<file path="config.mk">
export PLATFORM = sky130hd
export DESIGN_NAME = instr_fetch
export DESIGN_NICKNAME = d
export VERILOG_FILES = /design/src/rtl/instr_fetch.sv
export SDC_FILE = /design/constraint.sdc
export NUM_CORES = 1
export LEC_CHECK = 0
export BUFFER_PORTS_ARGS = -buffer_cell sky130_fd_sc_hd__buf_4
export CAP_MARGIN = 20
export CORE_UTILIZATION = 46
export CTS_CLUSTER_DIAMETER = 200
export DETAILED_ROUTE_END_ITERATION = 12
export GPL_ROUTABILITY_DRIVEN = 0
export PLACE_DENSITY = 0.8
export SLEW_MARGIN = 40
export SYNTH_ARGS = -nofsm -noshare
export SYNTH_HDL_FRONTEND = slang
export SYNTH_SLANG_ARGS = --single-unit
</file>
<file path="constraint.sdc">
create_clock -name clk -period 1.7 [get_ports clk]
set_input_delay 0.085 -clock clk [delete_from_list [all_inputs] [get_ports clk]]
set_output_delay 0.085 -clock clk [all_outputs]
set_load 0.1 [all_outputs]
</file>
<file path="src/rtl/instr_fetch.sv">
// Instruction fetch stage: IDLE/RUN/DONE sequencer with a one-cycle fetch
// register, absolute/relative branch redirect with a single squash bubble,
// stall hold and halt detection on the registered instruction.
module instr_fetch #(
  parameter int unsigned     PCW  = 10,
  parameter int unsigned     IW   = 9,
  parameter logic [IW-1:0]   HALT = '1
) (
  input  logic           clk,
  input  logic           reset,
  input  logic           start,
  input  logic           stall,
  input  logic           branch,
  input  logic           equal,
  input  logic           branch_rel,
  input  logic [PCW-1:0] target,
  output logic [PCW-1:0] imem_addr,
  input  logic [IW-1:0]  imem_data,
  output logic [IW-1:0]  instr,
  output logic           instr_valid,
  output logic [PCW-1:0] instr_pc,
  output logic [PCW-1:0] pc,
  output logic           done
);

  typedef enum logic [1:0] {
    S_IDLE = 2'd0,
    S_RUN  = 2'd1,
    S_DONE = 2'd2
  } state_t;

  state_t         r_state;
  state_t         w_state_nxt;

  logic [PCW-1:0] r_pc;
  logic [PCW-1:0] r_instr_pc;
  logic [IW-1:0]  r_instr;
  logic           r_valid;
  logic           r_done;

  logic [PCW-1:0] w_pc_nxt;
  logic [PCW-1:0] w_instr_pc_nxt;
  logic [IW-1:0]  w_instr_nxt;
  logic           w_valid_nxt;
  logic           w_done_nxt;

  logic           w_active;
  logic           w_halt;
  logic           w_taken;
  logic [PCW-1:0] w_branch_pc;

  // Halt outranks a taken branch; neither is looked at while stalled.
  assign w_active    = (r_state == S_RUN) && !stall;
  assign w_halt      = w_active && r_valid && (r_instr == HALT);
  assign w_taken     = w_active && r_valid && branch && equal && !w_halt;
  // Same-width add gives modulo-2^PCW wrap for negative offsets.
  assign w_branch_pc = branch_rel ? (r_instr_pc + target) : target;

  // State register.
  always_ff @(posedge clk) begin
    if (reset) r_state <= S_IDLE;
    else       r_state <= w_state_nxt;
  end

  // Next-state logic.
  always_comb begin
    w_state_nxt = r_state;
    case (r_state)
      S_IDLE:  if (start)  w_state_nxt = S_RUN;
      S_RUN:   if (w_halt) w_state_nxt = S_DONE;
      S_DONE:  if (start)  w_state_nxt = S_RUN;
      default: w_state_nxt = S_IDLE;
    endcase
  end

  // Next values of the fetch registers for the current state and inputs.
  always_comb begin
    w_pc_nxt       = r_pc;
    w_instr_pc_nxt = r_instr_pc;
    w_instr_nxt    = r_instr;
    w_valid_nxt    = r_valid;
    w_done_nxt     = r_done;
    case (r_state)
      S_IDLE: begin
        w_valid_nxt = 1'b0;
        if (start) w_pc_nxt = '0;
      end
      S_RUN: begin
        if (w_halt) begin
          w_valid_nxt = 1'b0;
          w_done_nxt  = 1'b1;
        end else if (w_taken) begin
          w_pc_nxt    = w_branch_pc;
          w_valid_nxt = 1'b0;
        end else if (w_active) begin
          w_instr_nxt    = imem_data;
          w_instr_pc_nxt = r_pc;
          w_valid_nxt    = 1'b1;
          w_pc_nxt       = r_pc + PCW'(1);
        end
      end
      S_DONE: begin
        w_valid_nxt = 1'b0;
        if (start) begin
          w_pc_nxt   = '0;
          w_done_nxt = 1'b0;
        end
      end
      default: begin
        w_pc_nxt    = '0;
        w_valid_nxt = 1'b0;
        w_done_nxt  = 1'b0;
      end
    endcase
  end

  // Fetch datapath registers.
  always_ff @(posedge clk) begin
    if (reset) begin
      r_pc       <= '0;
      r_instr_pc <= '0;
      r_instr    <= '0;
      r_valid    <= 1'b0;
      r_done     <= 1'b0;
    end else begin
      r_pc       <= w_pc_nxt;
      r_instr_pc <= w_instr_pc_nxt;
      r_instr    <= w_instr_nxt;
      r_valid    <= w_valid_nxt;
      r_done     <= w_done_nxt;
    end
  end

  assign imem_addr   = r_pc;
  assign pc          = r_pc;
  assign instr       = r_instr;
  assign instr_pc    = r_instr_pc;
  assign instr_valid = r_valid;
  assign done        = r_done;

endmodule

</file>
Word-level counts from Yosys, hierarchy flattened
Index checks and enable logic that the tools add are counted.
{"block": "word_totals", "regBits": 33, "inputBits": 26, "elab_cells": 47}
{"block": "classes", "n_addsub": 2, "eq_ne": 8, "mux": 12, "bitwise": 4, "reduce_logical": 15}
{"op": "$mux 10", "count": 5}
{"op": "$pmux 10 s2", "count": 1}
{"op": "$add 10x1->10 const B", "count": 1}
{"op": "$add 10x10->10", "count": 1}
{"op": "$eq 9x9->1 const B", "count": 1}
{"op": "$logic_and 1x1->1", "count": 6}
{"op": "$ne 2x2->1 const B", "count": 3}
{"op": "$reduce_and 3->1", "count": 2}
{"op": "$mux 2", "count": 2}
{"op": "$not 1->1", "count": 4}
{"op": "$pmux 2 s2", "count": 1}
{"op": "$reduce_and 4->1", "count": 1}
{"op": "$reduce_or 4->1", "count": 1}
{"op": "$ne 3x3->1 const B", "count": 1}
{"op": "$pmux 1 s3", "count": 1}
{"op": "$eq 2x1->1 const B", "count": 1}
{"op": "$eq 2x2->1 const B", "count": 1}
{"op": "$logic_not 1->1", "count": 2}
{"op": "$logic_not 2->1", "count": 1}
{"op": "$mux 1", "count": 2}
{"op": "$ne 2x1->1 const B", "count": 1}
{"op": "$reduce_and 2->1", "count": 1}
{"op": "$reduce_or 2->1", "count": 1}

Depth between registers and ports, before layout
{"block": "logic_depth", "depth_word": 9, "depth_mapped": 9}

Least setup slack after synthesis
Ideal clock, no wire load.
{"block": "synth_path", "path_kind": "reg2reg", "from": "register r_instr_pc[0], in the netlist instr_pc[0]", "to": "register r_pc[4], in the netlist imem_addr[4]", "arrival_ns": 2.540, "t_required_ns": 1.577, "path_slack_ns": -0.963, "path_stages_with_launch": 10, "path_buffers": 0, "synth_period_minus_slack_ns": 2.663, "path_cell_list": "dfxtp_1 -> ha_1 -> inv_1 -> fa_1 -> nor2b_1 -> o21a_1 -> o21ai_0 -> a311oi_2 -> o32ai_1 -> nor2b_1"}
{"block": "synth_via", "elab_chain_cells": 5}
{"element": "start, declared", "line": "36", "source": "logic [PCW-1:0] r_instr_pc;"}
{"element": "start signal, assigned", "line": "127", "source": "r_instr_pc <= w_instr_pc_nxt;"}
{"element": "$add 10x10->10", "line": "57", "source": "assign w_branch_pc = branch_rel ? (r_instr_pc + target) : target;"}
{"element": "$mux 10", "line": "57"}
{"element": "$mux 10", "line": "92", "source": "end else if (w_taken) begin"}
{"element": "$mux 10", "line": "89", "source": "if (w_halt) begin"}
{"element": "$pmux 10 s2", "line": "83", "source": "case (r_state)"}
{"element": "end signal, assigned", "line": "126", "source": "r_pc <= w_pc_nxt;"}
{"element": "end, declared", "line": "35", "source": "logic [PCW-1:0] r_pc;"}
Every way passes these cells. The select of a mux whose other input is x is not followed.
A chain may end at the register's enable or synchronous reset.

Worst setup path after layout
{"block": "layout_path", "from": "register r_instr_pc[0], in the netlist instr_pc[0]", "to": "register r_pc[8], in the netlist imem_addr[8]"}
Same word-level chain as after synthesis.

==> flow_summary.toml <==
[worst_setup_path]
cp-startpoint = "instr_pc[0]"
start_kind = "flop"
end_kind = "flop"
worstReg2RegEnd = "imem_addr[8]"
worst-r2r-cell-count = 9
path_max_fanout = 3
cp.required_ps = 1910
cp.arrival_ps = 2310
rrSetupSlack_ps = -400
critical_path_class = "reg -> reg"
reg2reg_from = "instr_pc[0]"
crit_end = "imem_addr[8]"

[logic_synthesis]
netlist_area_sq_um = 2137
synth.ff_latch_count = 33
synth_top_area_cell = "dfxtp_1"
synth_cells = 262
synth_flop_cell = "dfxtp_1"
synth_cell_types = 50
synthSimpleGateAreaFrac_pct = 19.61
syn-mean-instance-area_sq_um = 8.157
synth_top_area_share_pct = 30.91
ys_seq_area_share_pct = 30.91
synth_edf_count = 0
synthXorXnorAreaFrac_pct = 1.639
synthMuxAreaShare_pct = 11.83
synth_compound_area_share_pct = 20.26
synth_top_cells_by_area = "dfxtp_1, mux2i_1, nor2_1"
synth_nets = 299
synth_adder_area_share_pct = 6.792
synth_top_family_by_area = "compound AO/OA/AOI/OAI gates"
synthArstFlopShare_pct = 0
yosysWarnings = 0

[layout]
multiInputGateArea_sq_um = 1475
antennaDiodeCount = 0
ff_latch_area_sq_um = 744.5
design_area_sq_um = 3413
drive_above_1_share_pct = 52.03
fillers = 298
area_delta_synth_final_pct = 59.72
layout.nets = 405

[die]
die_h_um = 70.16
die_area_sq_um = 4922
core_sq_um = 4414
start_util_pct = 48.41
io_pins = 67
die_w_um = 70.16
rows = 24

[cts]
cts_buffer_depth = 2
hold_buffers = 0
clock_sinks = 33
cts_tree = "done"
cts_buffers = 5
clk_pin_slew_worst_paths_ps = 70
ctsRootBufferMaster = "clkbuf_8"
clkLatencyLatePin_ps = 290
htreeDepth = 2

[route]
viasPerCell = 5.682
via_count = 2392
drt-initial-drc-count = 164
wl_per_cell_um = 16.05
drcViolationCount = 0
drtAntennaViolNets = 0
dr.pass1.iters = 4
drt_wl_total_mm = 6.756

[timing]
setup_viol = 6
rsz0062_at_grt = "yes"
final_hold_viol_count = 0
worstMarginPinSlew_ps = 447.6
min_period_ps = 2104
fmax_mhz = 475.3
timing.final.crit_share_pct = 123.8
fin_ws_ps = -404.0
drv_slew = 0
skew_ps = 5.212
hold_ws_ps = 23.32
slew_headroom_pct = 69.89

[grt]
grt_antenna_before_repair = 0
grt_usage_pct = 24.52
grt-ovfl-total = 0
grt_pass1_wl_mm = 9.611
grt_pass1_vias = 2094
grt_max_degree = 36

[place]
portBuffers = 66
place_area_sq_um = 3052
post-dp-hpwl_mm = 4.460

[pwr]
ir_drop_v = 0.0004642
powerDensity_nw_per_um2 = 534.0
p_leak_nw = 1.473

[run_status]
violations = "setup timing"
run_status = "finished with violations"

[min_path]
holdCritPathClass = "in -> reg"

[flow_run]
maxCapViolations = 0
[per-stage QoR]
step	setup WS, ps	cells	setup TNS [ps]	power [mW]	utilization [%]
after detailed placement	-252.7	394	-950.5	1.190	69.13
after CTS	-228.3	407	-1002	1.786	72.62
after floorplan	-316.0	262	-3043	1.060	-
after global routing	-435.5	421	-2037	1.879	77.32
after global placement	-190.0	394	-631.7	1.182	69.13
final	-404.0	421	-1430	1.823	77.32
[cell usage in the layout (no fill, tap or decap), types with 3 or more instances in the layout]
| cell | synthesis | routed |
|---|---|---|
| nand3_1 | 5 | 4 |
| buf_4 | 12 | 112 |
| dfxtp_1 | 33 | 4 |
| a21o_1 | 3 | 3 |
| nand2_1 | 18 | 17 |
| nand4_1 | 3 | 3 |
| ha_4 | 0 | 6 |
| o32ai_1 | 7 | 7 |
| o21ai_0 | 7 | 6 |
| a31oi_1 | 3 | 3 |
| nor3b_1 | 3 | 3 |
| nor2_1 | 34 | 34 |
| a21oi_2 | 0 | 5 |
| inv_1 | 16 | 15 |
| xnor2_1 | 3 | 3 |
| a21oi_1 | 25 | 19 |
| nor2b_1 | 4 | 3 |
| o211ai_1 | 3 | 3 |
| buf_12 | 0 | 3 |
| dfxtp_4 | 0 | 19 |
| buf_6 | 0 | 4 |
| mux2i_1 | 23 | 22 |
| dfxtp_2 | 0 | 10 |
| ha_1 | 10 | 4 |
| clkbuf_8 | 0 | 5 |
[per-layer routing]
metal,routed length (um),share of wire [%],vias to the layer above,GRT usage (%)
met5,0,0,-,0
met4,203,3.0,0,7.778
met3,321,4.8,20,4.618
met2,3372,50,90,43.27
met1,2858,42,1127,29.87
li1,-,-,1155,-
[worst min path at each step]
stage                     slack [ps]  cells past startpoint          from    endpoint
after global routing              40                      3  imem_data[7]    instr[7]
final                             20                      3  imem_data[6]    instr[6]
after detailed placement         320                      3  imem_data[6]    instr[6]
after floorplan                  230                      2         start  r_state[0]
after CTS                         30                      3  imem_data[6]    instr[6]
after global placement           320                      3  imem_data[2]    instr[2]
[state kept, by name, summed over array words and instances (netlist names)]
name	cells
instr	9
instr_pc	10
imem_addr	10
instr_valid	1
done	1
r_state	2
[worst max-delay path, stage by stage (launching register included)]
cell and delay (ps):
dfxtp_4 360, ha_4 140, inv_2 40, fa_2 350, nor2b_2 160, o211ai_1 180
a31oi_1 300, a41oi_1 180, o31a_1 140, o22ai_1 170
[area by class of cell]
cell class | count | area share, %
clock buffers | 6 | 2.126
repair buffers | 121 | 28.89
flip-flops and latches | 33 | 21.81
multi-input cells | 191 | 43.22
inverters | 16 | 1.760
clock inverters | 2 | 0.2933
well taps | 52 | 1.906
[logic make-up after synthesis]
family                     Yosys count
and+or+nand+nor                     86
buffers and inverters               38
xor gates and xnor gates             4
DFF                                 33
muxes                               25
adders and majority gates           11
AOI/OAI and AO/OA                   65
[Yosys cell counts (2+ instances only)]
library cell,instances
nand4_1,3
o211ai_1,3
dfxtp_1,33
a21oi_1,25
nor2_1,34
ha_1,10
a211oi_1,2
clkbuf_1,7
o32ai_1,7
a2111oi_0,2
or3_1,3
inv_1,16
o31a_1,2
buf_2,2
a31oi_1,3
nor3_1,3
o21ai_0,7
mux2_2,2
xnor2_1,3
and3_1,2
nand3_1,5
nand2b_1,2
nor3b_1,3
nand4b_1,2
mux2i_1,23
nand2_1,18
a21o_1,3
buf_4,12
nor2b_1,4
[repair_timing]
action	4_1_cts	5_1_grt
cloned	0	1
endpoints found under the setup margin	10	18
gates resized for setup	6	21
setup buffers	5	13
pin swaps	12	12
endpoints found under the hold margin	0	0
[power by group]
| group | internal [mW] | switching (mW) | total, mW |
|---|---|---|---|
| logic | 0.196 | 0.260 | 0.457 |
| clock network | 0.284 | 0.302 | 0.586 |
| registers | 0.766 | 0.0147 | 0.780 |
Power figures use the tool's default switching activity.
